==> src/rtl/mips_uart_tx_if.sv <==
// Data-bus view of the UART TX register window.
// master = core side, slave = peripheral side.
interface mips_uart_tx_if;
    logic [31:0] adr;
    logic [31:0] writedata;
    logic        memwrite;
    logic [31:0] readdata;
    logic        sel;

    modport master (
        output adr, writedata, memwrite,
        input  readdata, sel
    );

    modport slave (
        input  adr, writedata, memwrite,
        output readdata, sel
    );
endinterface

==> src/rtl/mips_uart_tx.sv <==
// Memory-mapped 8N1 UART transmitter with a small TX FIFO.
// Optional even parity bit when UART_TX_PARITY_EN is defined.
module mips_uart_tx #(
    parameter logic [31:0] BASE_ADDR    = 32'hFFFF_0000,
    parameter int          CLKS_PER_BIT = 16,
    parameter int          FIFO_DEPTH   = 4
) (
    input  logic           clk,
    input  logic           reset,
    mips_uart_tx_if.slave  bus,
    output logic           txd,
    output logic           busy
);
    localparam int PW = $clog2(FIFO_DEPTH);
    localparam int CW = PW + 1;
    localparam int BW = $clog2(CLKS_PER_BIT);
    localparam logic [BW-1:0] BAUD_MAX = BW'(CLKS_PER_BIT - 1);
    localparam logic [CW-1:0] DEPTH    = CW'(FIFO_DEPTH);

    typedef enum logic [2:0] {
        IDLE, START, DATA, PARITY, STOP
    } state_e;

    state_e          state_q, state_d;
    logic [BW-1:0]   cnt_q, cnt_d;
    logic [2:0]      bit_q, bit_d;
    logic [7:0]      shift_q, shift_d;
    logic            txd_q, txd_d;
    logic [PW-1:0]   rd_q, wr_q;
    logic [CW-1:0]   count_q;
    logic            ovf_q, ovf_d;
    logic [7:0]      mem_q [FIFO_DEPTH];
    logic [7:0]      head;
    logic            full, empty, pop, push, push_req, ovf_clr;
    logic [31:0]     status;
    logic            unused_bits;

    assign full  = (count_q == DEPTH);
    assign empty = (count_q == '0);
    assign head  = mem_q[rd_q];

    assign bus.sel  = (bus.adr[31:3] == BASE_ADDR[31:3]);
    assign push_req = bus.sel & bus.memwrite & ~bus.adr[2];
    assign push     = push_req & ~full;
    assign ovf_clr  = bus.sel & bus.memwrite & bus.adr[2]
                    & bus.writedata[3];
    assign unused_bits = ^{bus.adr[1:0], bus.writedata[31:8]};

`ifdef UART_TX_PARITY_EN
    localparam logic   PAR_EN     = 1'b1;
    localparam state_e AFTER_DATA = PARITY;
    logic par_q;

    always_ff @(posedge clk or posedge reset) begin
        if (reset) par_q <= 1'b0;
        else if (pop) par_q <= ^head;
    end
`else
    localparam logic   PAR_EN     = 1'b0;
    localparam state_e AFTER_DATA = STOP;
`endif

    always_comb begin
        pop     = 1'b0;
        state_d = state_q;
        cnt_d   = cnt_q;
        bit_d   = bit_q;
        shift_d = shift_q;
        case (state_q)
            IDLE: if (!empty) begin
                pop     = 1'b1;
                state_d = START;
                cnt_d   = BAUD_MAX;
                shift_d = head;
            end
            START: if (cnt_q == '0) begin
                state_d = DATA;
                cnt_d   = BAUD_MAX;
                bit_d   = '0;
            end else cnt_d = cnt_q - BW'(1);
            DATA: if (cnt_q == '0) begin
                cnt_d = BAUD_MAX;
                if (bit_q == 3'd7) state_d = AFTER_DATA;
                else begin
                    bit_d   = bit_q + 3'd1;
                    shift_d = {1'b0, shift_q[7:1]};
                end
            end else cnt_d = cnt_q - BW'(1);
            PARITY: if (cnt_q == '0) begin
                state_d = STOP;
                cnt_d   = BAUD_MAX;
            end else cnt_d = cnt_q - BW'(1);
            STOP: if (cnt_q == '0) begin
                // Chain straight into the next frame: no idle gap.
                if (!empty) begin
                    pop     = 1'b1;
                    state_d = START;
                    cnt_d   = BAUD_MAX;
                    shift_d = head;
                end else begin
                    state_d = IDLE;
                    cnt_d   = '0;
                end
            end else cnt_d = cnt_q - BW'(1);
            default: state_d = IDLE;
        endcase
    end

    always_comb begin
        txd_d = 1'b1;
        case (state_d)
            START:  txd_d = 1'b0;
            DATA:   txd_d = shift_d[0];
`ifdef UART_TX_PARITY_EN
            PARITY: txd_d = par_q;
`endif
            default: txd_d = 1'b1;
        endcase
    end

    always_comb begin
        ovf_d = ovf_q;
        if (ovf_clr) ovf_d = 1'b0;
        if (push_req & full) ovf_d = 1'b1;
    end

    always_ff @(posedge clk or posedge reset) begin
        if (reset) begin
            state_q <= IDLE;
            cnt_q   <= '0;
            bit_q   <= '0;
            shift_q <= '0;
            txd_q   <= 1'b1;
            rd_q    <= '0;
            wr_q    <= '0;
            count_q <= '0;
            ovf_q   <= 1'b0;
        end else begin
            state_q <= state_d;
            cnt_q   <= cnt_d;
            bit_q   <= bit_d;
            shift_q <= shift_d;
            txd_q   <= txd_d;
            ovf_q   <= ovf_d;
            if (push) wr_q <= wr_q + PW'(1);
            if (pop)  rd_q <= rd_q + PW'(1);
            count_q <= count_q + CW'(push) - CW'(pop);
        end
    end

    always_ff @(posedge clk) begin
        if (push) mem_q[wr_q] <= bus.writedata[7:0];
    end

    always_comb begin
        status        = '0;
        status[0]     = full;
        status[1]     = empty;
        status[2]     = (state_q != IDLE);
        status[3]     = ovf_q;
        status[4]     = PAR_EN;
        status[8 +: CW] = count_q;
    end

    assign bus.readdata = (bus.sel & bus.adr[2]) ? status : '0;
    assign txd  = txd_q;
    assign busy = (state_q != IDLE) | ~empty;
endmodule

==> src/flat_wrapper.sv <==
// flat-port wrapper written by rule: the top's interface ports become plain ports
module mips_uart_tx_flat 
#(
    parameter logic [31:0] BASE_ADDR    = 32'hFFFF_0000,
    parameter int          CLKS_PER_BIT = 16,
    parameter int          FIFO_DEPTH   = 4
)
  (clk, reset, txd, busy, bus_adr, bus_writedata, bus_memwrite, bus_readdata, bus_sel);
  mips_uart_tx_if bus_i ();
  input  logic clk;
  input  logic reset;
  output logic txd;
  output logic busy;
  input wire logic [$bits(bus_i.adr)-1:0] bus_adr;
  input wire logic [$bits(bus_i.writedata)-1:0] bus_writedata;
  input wire logic [$bits(bus_i.memwrite)-1:0] bus_memwrite;
  output wire logic [$bits(bus_i.readdata)-1:0] bus_readdata;
  output wire logic [$bits(bus_i.sel)-1:0] bus_sel;
  assign bus_i.adr = bus_adr;
  assign bus_i.writedata = bus_writedata;
  assign bus_i.memwrite = bus_memwrite;
  assign bus_readdata = bus_i.readdata;
  assign bus_sel = bus_i.sel;
  mips_uart_tx #(.BASE_ADDR(BASE_ADDR), .CLKS_PER_BIT(CLKS_PER_BIT), .FIFO_DEPTH(FIFO_DEPTH)) u_core (.clk(clk), .reset(reset), .bus(bus_i), .txd(txd), .busy(busy));
endmodule
==> config.mk <==
export PLATFORM = sky130hd
export DESIGN_NAME = mips_uart_tx_flat
export DESIGN_NICKNAME = d
export VERILOG_FILES = /design/src/rtl/mips_uart_tx_if.sv /design/src/rtl/mips_uart_tx.sv /design/src/flat_wrapper.sv
export SDC_FILE = /design/constraint.sdc
export NUM_CORES = 1
export LEC_CHECK = 0
export ABC_AREA = 1
export ABC_CLOCK_PERIOD_IN_PS = 2800
export CAP_MARGIN = 10
export CORE_ASPECT_RATIO = 0.8
export CORE_MARGIN = 2
export CORE_UTILIZATION = 46
export DETAILED_ROUTE_END_ITERATION = 7
export GPL_ROUTABILITY_DRIVEN = 0
export GPL_TIMING_DRIVEN = 0
export PLACE_DENSITY = 0.8
export SYNTH_ARGS = -nofsm -noshare
export SYNTH_HDL_FRONTEND = slang
export SYNTH_SLANG_ARGS = --single-unit
==> constraint.sdc <==
create_clock -name clk -period 2.8 [get_ports clk]
set_input_delay 0.28 -clock clk [delete_from_list [all_inputs] [get_ports clk]]
set_output_delay 0.28 -clock clk [all_outputs]
set_load 0.02 [all_outputs]
## After elaboration in Yosys (flattened, before gate mapping)

Memory sizes are Yosys's and may differ from the RTL's.
Index checks and enable logic that the tools add are counted.
Widths: inputs -> output; s select.

- Bits in registers: 27
- Latch bits: 0
- RAM bits: 32
- Memory bits (read-only): 0
- Input bits: 67
- Logic and storage cells: 85
- Memories kept: 1

Memories:

| memory | depth | width | read ports | clocked after memory_dff | write ports | RTL line | source |
|---|---|---|---|---|---|---|---|
| u_core.mem_q | 4 | 8 | 1 | 0 | 1 | mips_uart_tx.sv:32 | `logic [7:0] mem_q [FIFO_DEPTH];` |

- Add/sub/neg operators: 6
- Multiply operators: 0
- Div/mod/pow operators: 0
- Order comparisons: 0
- Equality and inequality tests: 14
- Shift operators: 0
- Multiplexer cells: 31
- Bitwise logic cells: 11
- Reductions and logical operators: 12

Operator list:

| kind | count |
|---|---|
| $mux 8 | 4 |
| $eq 29x29->1 const B | 1 |
| $mux 3 | 9 |
| $pmux 8 s3 | 1 |
| $mux 4 | 4 |
| $pmux 3 s5 | 1 |
| $pmux 4 s3 | 1 |
| $mux 11 | 1 |
| $eq 3x2->1 const B | 3 |
| $eq 3x3->1 const B | 3 |
| $reduce_bool 3->1 | 3 |
| $reduce_and 4->1 | 2 |
| $and 1x1->1 | 7 |
| $mux 1 | 7 |
| $eq 3x1->1 const B | 2 |
| $logic_not 3->1 | 2 |
| $ne 2x1->1 const B | 3 |
| $pmux 3 s2 | 1 |
| $add 2x1->2 const B | 2 |
| $logic_not 4->1 | 1 |
| $ne 2x2->1 const B | 2 |
| $pmux 1 s2 | 2 |
| $reduce_bool 2->1 | 2 |
| $sub 4x1->4 const B | 1 |
| 7 further kinds | 9 |

## Depth between registers and ports, before layout

- Depth after elaboration: 6
- Depth in mapped cells: 12

## Worst setup path after synthesis

Ideal clock, no wire load.

- Kind: register to register
- From: register u_core.cnt_q[0]
- To: register u_core.count_q[2]
- Arrival time: 2011 ps
- Setup slack: 668 ps
- Stages on the path, launching flop included: 13
- Buffers on the path: 0
- Period minus slack after synthesis: 2132 ps
- Cells stage by stage: dfrtp_1 inv_1 ha_1 nand2_2 inv_2 nand3_2 nand2_4 ha_1 inv_1 ha_1 inv_1 fa_1 xor2_1

- Word-level cells in the longest chain between the ends: 4

RTL lines:

| item | RTL line | source |
|---|---|---|
| from (decl) | mips_uart_tx.sv:25 | `logic [BW-1:0] cnt_q, cnt_d;` |
| from (signal assigned) | mips_uart_tx.sv:140 | `cnt_q <= cnt_d;` |
| $logic_not 4->1 | mips_uart_tx.sv:93 | `STOP: if (cnt_q == '0) begin` |
| $mux 1 | mips_uart_tx.sv:93 |  |
| $pmux 1 s2 | mips_uart_tx.sv:69 | `case (state_q)` |
| named net u_core.pop | mips_uart_tx.sv:34 | `logic full, empty, pop, push, push_req, ovf_clr;` |
| $sub 3x1->3 | mips_uart_tx.sv:147 | `count_q <= count_q + CW'(push) - CW'(pop);` |
| to (signal assigned) | mips_uart_tx.sv:147 |  |
| to (decl) | mips_uart_tx.sv:30 | `logic [CW-1:0] count_q;` |

The timed path passes the listed nets, and every way through them passes these cells.
A chain may end at the register's enable or synchronous reset.

## Final worst setup path

- From: input port bus_adr[16]
- To: output port bus_readdata[0]

- Word-level cells in the longest chain between the ends: 3

RTL lines:

| item | RTL line | source |
|---|---|---|
| from (decl) | flat_wrapper.sv:14 | `input wire logic [$bits(bus_i.adr)-1:0] bus_adr;` |
| $eq 29x29->1 | mips_uart_tx.sv:42 | `assign bus.sel = (bus.adr[31:3] == BASE_ADDR[31:3]);` |
| $and 1x1->1 | mips_uart_tx.sv:165 | `assign bus.readdata = (bus.sel & bus.adr[2]) ? status : '0;` |
| $mux 11 | mips_uart_tx.sv:165 |  |
| to (decl) | flat_wrapper.sv:17 | `output wire logic [$bits(bus_i.readdata)-1:0] bus_readdata;` |

Every way passes these cells.

==> run summary <==
Entering global routing, the biggest net connects 28 pins. At the worst endpoint, the arrival time is 2.24 ns. Overall power after layout: 0.00221 W. The first routing iteration left 110 violations. The worst register-to-register path ends at u_core.count_q[2]. Of the synthesized area, sequential elements account for 52.5%.

Once layout is complete, the cells apart from fillers number 520. Including well taps, the total number of placed cells is 504. In the post-synthesis netlist, the biggest area contributors are sky130_fd_sc_hd__edfxtp_1, sky130_fd_sc_hd__dfrtp_1, sky130_fd_sc_hd__nand2_1.

The H-tree was split into 3 levels. The area of the mapped netlist is 3120 um2. The largest area contributor in the netlist is sky130_fd_sc_hd__edfxtp_1. The pin slew with the least headroom to its limit was 1.05 ns; the quantity of I/O buffers inserted on ports was 50. The synthesized instance count is 346. The worst stage delay on the critical path is 0.63 ns, and the number of inserted diodes is 0. The first TritonRoute pass finished after 5 iterations. The flop-to-flop setup slack is 0.41 ns. The tools report the end point of the critical path as bus_readdata[0]. The die covers 7460 um2.

The top cell type's share of synthesized area is 30.8%, and the clock sink count is 59. After detailed routing, the average wire length per cell comes to 12.3 um. Clock-pin slew was measured on the worst setup and hold paths at 0.07 ns. The die is 77.6 um tall. The clock skew was 0.0137 ns; the area of the placeable core was 6470 um2.

The slowest cell on the critical path is sky130_fd_sc_hd__clkdlybuf4s50_1. The count of pins over their slew limit is 0, and the number of clock buffers inserted by TritonCTS is 9. In this run, synthesis produced a sequential element count of 59. For the worst flop-to-flop path, the logic depth is 12. Global routing used 19.0% of the available tracks.

The total routed wirelength was 6410 um; the share of layout cells above drive strength 1 was 16.5%. Timing analysis after detailed placement gives a worst setup slack of 0.226 ns. The worst setup path is of the input port to output port kind. The total power per unit cell area is 551 nW/um2, and the post-layout worst setup margin is 0.280 ns. The min-delay analysis places its worst path in the category register to register.

Final period utilization: 90.0%. The count of buffering cells on the critical path with inverters included is 3, and the initial core utilization is 48.2%. For the floorplan row count, the log shows 26.

The tools report the number of nets at the end of the flow as 508. The die width works out to 96.0 um. Walking the worst path, the cells encountered are clkdlybuf4s50_1 > inv_1 > nor2_1 > nand2_1 > nor2_1 > nand2_1 > nor2_4 > nand2_2 > nor3_1 > clkdlybuf4s50_1.

STA classifies the critical path startpoint as an input port. Based on the critical path, the design can be clocked at up to 397 MHz. The tightest hold path in the finished design has a slack of 0.479 ns. The logs give 0 for the total count of hold-check failures in the final report and 0 for the number of instances resized during post-cts repair.

The number of stages on the worst hold path is 1. Grouping stages by cell kind, the critical path spends the most delay in buffers and inverters. The layout has 544 filler cells. The run gives 0 as the total grt overflow. Setup repair after global routing left no endpoint under its margin. The synthesized netlist contains 31 unique library cells. Worst setup path startpoint: bus_adr[16].

Subtracting the final worst setup slack from the clock period gives 2.52 ns. The leakage power figure is 1.88 nW, and the top-level port count is 102. Headroom to the max-slew limit came out at 30.2%. The via count of the first global-routing pass came out at 2296. STA classifies the critical path endpoint as an output port. After synthesis, the mean cell area works out to 9.01 um2. For the worst IR drop on VDD, the log shows 408 uV. The total via count after detailed routing is 2431. The maximum fanout encountered on the critical timing path works out to 7.

For the half-perimeter wire length after placement, the log shows 4880 um. Number of buffers added to fix hold violations after cts: 0. The tool flagged a number of max-cap violations equal to 0. The flow ran to the end, and the final reports show no timing, DRC or antenna violations. The tools report the number of DRC violations after detailed routing as 0. The tools report the initial antenna violation count as 0. The first global-routing pass estimated 10800 um of wire.

Setup violations remaining at the end of the flow were counted as 0. The setup fix buffers added after clock tree synthesis was 0. TritonCTS built the clock tree. In this run the clock root is driven by a sky130_fd_sc_hd__clkbuf_8. From synthesis to final layout, the design area changed by 28.7%. In the routed layout, each cell is associated on average with a via count of 4.68. In the final timing run, aggregate negative setup slack is 0 ns.

During synthesis, Yosys emitted a total of 0 warnings. In this run the deepest clock path goes through 2 buffers. Leaving out fill and tap cells, the most frequent cell in the layout is sky130_fd_sc_hd__nand2_1. The residual antenna-violating net count after detailed routing came out at 0. The library cells used most frequently in the layout, excluding fill and tap cells, are sky130_fd_sc_hd__nand2_1, sky130_fd_sc_hd__clkdlybuf4s50_1, sky130_fd_sc_hd__nor2_1. For the worst setup path, the data required time is 2.52 ns.

The critical path crosses 10 cells after its start point. For the clock insertion delay at the later pin of the skew report, the log shows 0.34 ns. The launching point of the worst reg2reg path is u_core.cnt_q[0].
## final cells by class
cell class | instances | area, um2 | area share [%]
multi-input combinational | 238 | 1200 | 29.9
buffer | 29 | 206 | 5.14
clock buffer | 9 | 124 | 3.09
tap | 84 | 105 | 2.62
clock inverter | 7 | 76.3 | 1.90
inverter | 44 | 165 | 4.11
timing repair buffer | 50 | 500 | 12.5
sequential | 59 | 1640 | 40.8
## synthesized netlist by cell type
master,instances
sky130_fd_sc_hd__dfrtp_1,26
sky130_fd_sc_hd__conb_1,1
sky130_fd_sc_hd__nor2_4,2
sky130_fd_sc_hd__a21oi_1,7
sky130_fd_sc_hd__inv_1,34
sky130_fd_sc_hd__nand3_2,5
sky130_fd_sc_hd__o22ai_1,3
sky130_fd_sc_hd__ha_1,9
sky130_fd_sc_hd__a22o_1,2
sky130_fd_sc_hd__nand3_1,17
sky130_fd_sc_hd__buf_2,3
sky130_fd_sc_hd__fa_1,1
sky130_fd_sc_hd__o21ai_0,15
sky130_fd_sc_hd__edfxtp_1,32
sky130_fd_sc_hd__nand2_1,75
sky130_fd_sc_hd__o21bai_1,1
sky130_fd_sc_hd__o21ai_1,6
sky130_fd_sc_hd__buf_4,25
sky130_fd_sc_hd__nand2_4,1
sky130_fd_sc_hd__inv_2,10
sky130_fd_sc_hd__nor2_1,44
sky130_fd_sc_hd__nor3_1,3
sky130_fd_sc_hd__o311ai_0,1
sky130_fd_sc_hd__dfstp_2,1
sky130_fd_sc_hd__clkbuf_1,1
sky130_fd_sc_hd__or2_2,1
sky130_fd_sc_hd__a22oi_1,6
sky130_fd_sc_hd__nand2_2,5
sky130_fd_sc_hd__nor2_2,3
sky130_fd_sc_hd__nand4_1,2
sky130_fd_sc_hd__xor2_1,4
## report_power, final
| group | switching [W] | internal (W) | total [W] |
|---|---|---|---|
| Clock | 0.000357 | 0.000414 | 0.000772 |
| Combinational | 0.000249 | 0.000179 | 0.000428 |
| Sequential | 0.0000345 | 0.000977 | 0.00101 |
| Total | 0.000641 | 0.00157 | 0.00221 |
## worst register-to-register path: stages, from the launching register on
cell                      delay [ns]
sky130_fd_sc_hd__dfrtp_1        0.38
sky130_fd_sc_hd__inv_1          0.09
sky130_fd_sc_hd__ha_1           0.22
sky130_fd_sc_hd__nand2_2        0.16
sky130_fd_sc_hd__inv_2          0.14
sky130_fd_sc_hd__nand3_2        0.10
sky130_fd_sc_hd__nand2_4        0.14
sky130_fd_sc_hd__ha_1           0.25
sky130_fd_sc_hd__inv_1          0.05
sky130_fd_sc_hd__ha_1           0.13
sky130_fd_sc_hd__inv_1          0.05
sky130_fd_sc_hd__fa_1           0.37
sky130_fd_sc_hd__xor2_1         0.17
## how the worst min path moves through the flow
stage / startpoint / to / slack, ns
global route: u_core.ovf_q / u_core.ovf_q / 0.50
floorplan: reset / u_core.bit_q[0] / 0.33
detailed placement: u_core.ovf_q / u_core.ovf_q / 0.47
finish: u_core.bit_q[0] / u_core.bit_q[0] / 0.48
global placement: u_core.ovf_q / u_core.ovf_q / 0.46
CTS: u_core.ovf_q / u_core.ovf_q / 0.48
## registers in the layout (all words and copies together), names as in the netlist
name and count:
u_core.mem_q 32, u_core.shift_q 8, u_core.cnt_q 4, u_core.bit_q 3, u_core.count_q 3, u_core.state_q 3
u_core.rd_q 2, u_core.wr_q 2, u_core.ovf_q 1, u_core.txd 1
## cells by family (layout without fill, tap and decap cells)
logic type | count (synthesis) | in the layout | share of synthesized area (%)
adder cells (fa/ha/maj) | 10 | 10 | 4.25
AO/OA/AOI/OAI | 41 | 41 | 7.62
other | 1 | 25 | 0.120
flip-flops | 59 | 59 | 52.5
XOR/XNOR | 4 | 4 | 1.12
buffers and inverters | 73 | 139 | 11.9
AND/OR/NAND/NOR | 158 | 158 | 22.4
## routing by layer
metal / up-vias / track usage [%] / part of all wire (%)
met5: - / 0 / 0
met4: 0 / 5.14 / 0.66
met3: 2 / 5.53 / 3.8
met2: 59 / 31.0 / 49
met1: 1126 / 24.7 / 46
li1: 1244 / - / -
## stage by stage
step | cell area, um2 | util (%)
2_1_floorplan | 3210 | -
3_3_place_gp | 3810 | 58.9
3_5_place_dp | 3810 | 58.9
4_1_cts | 4010 | 62.0
5_1_grt | 4010 | 62.0
6_report | 4010 | 62.0
Power figures use the tool's default switching activity.
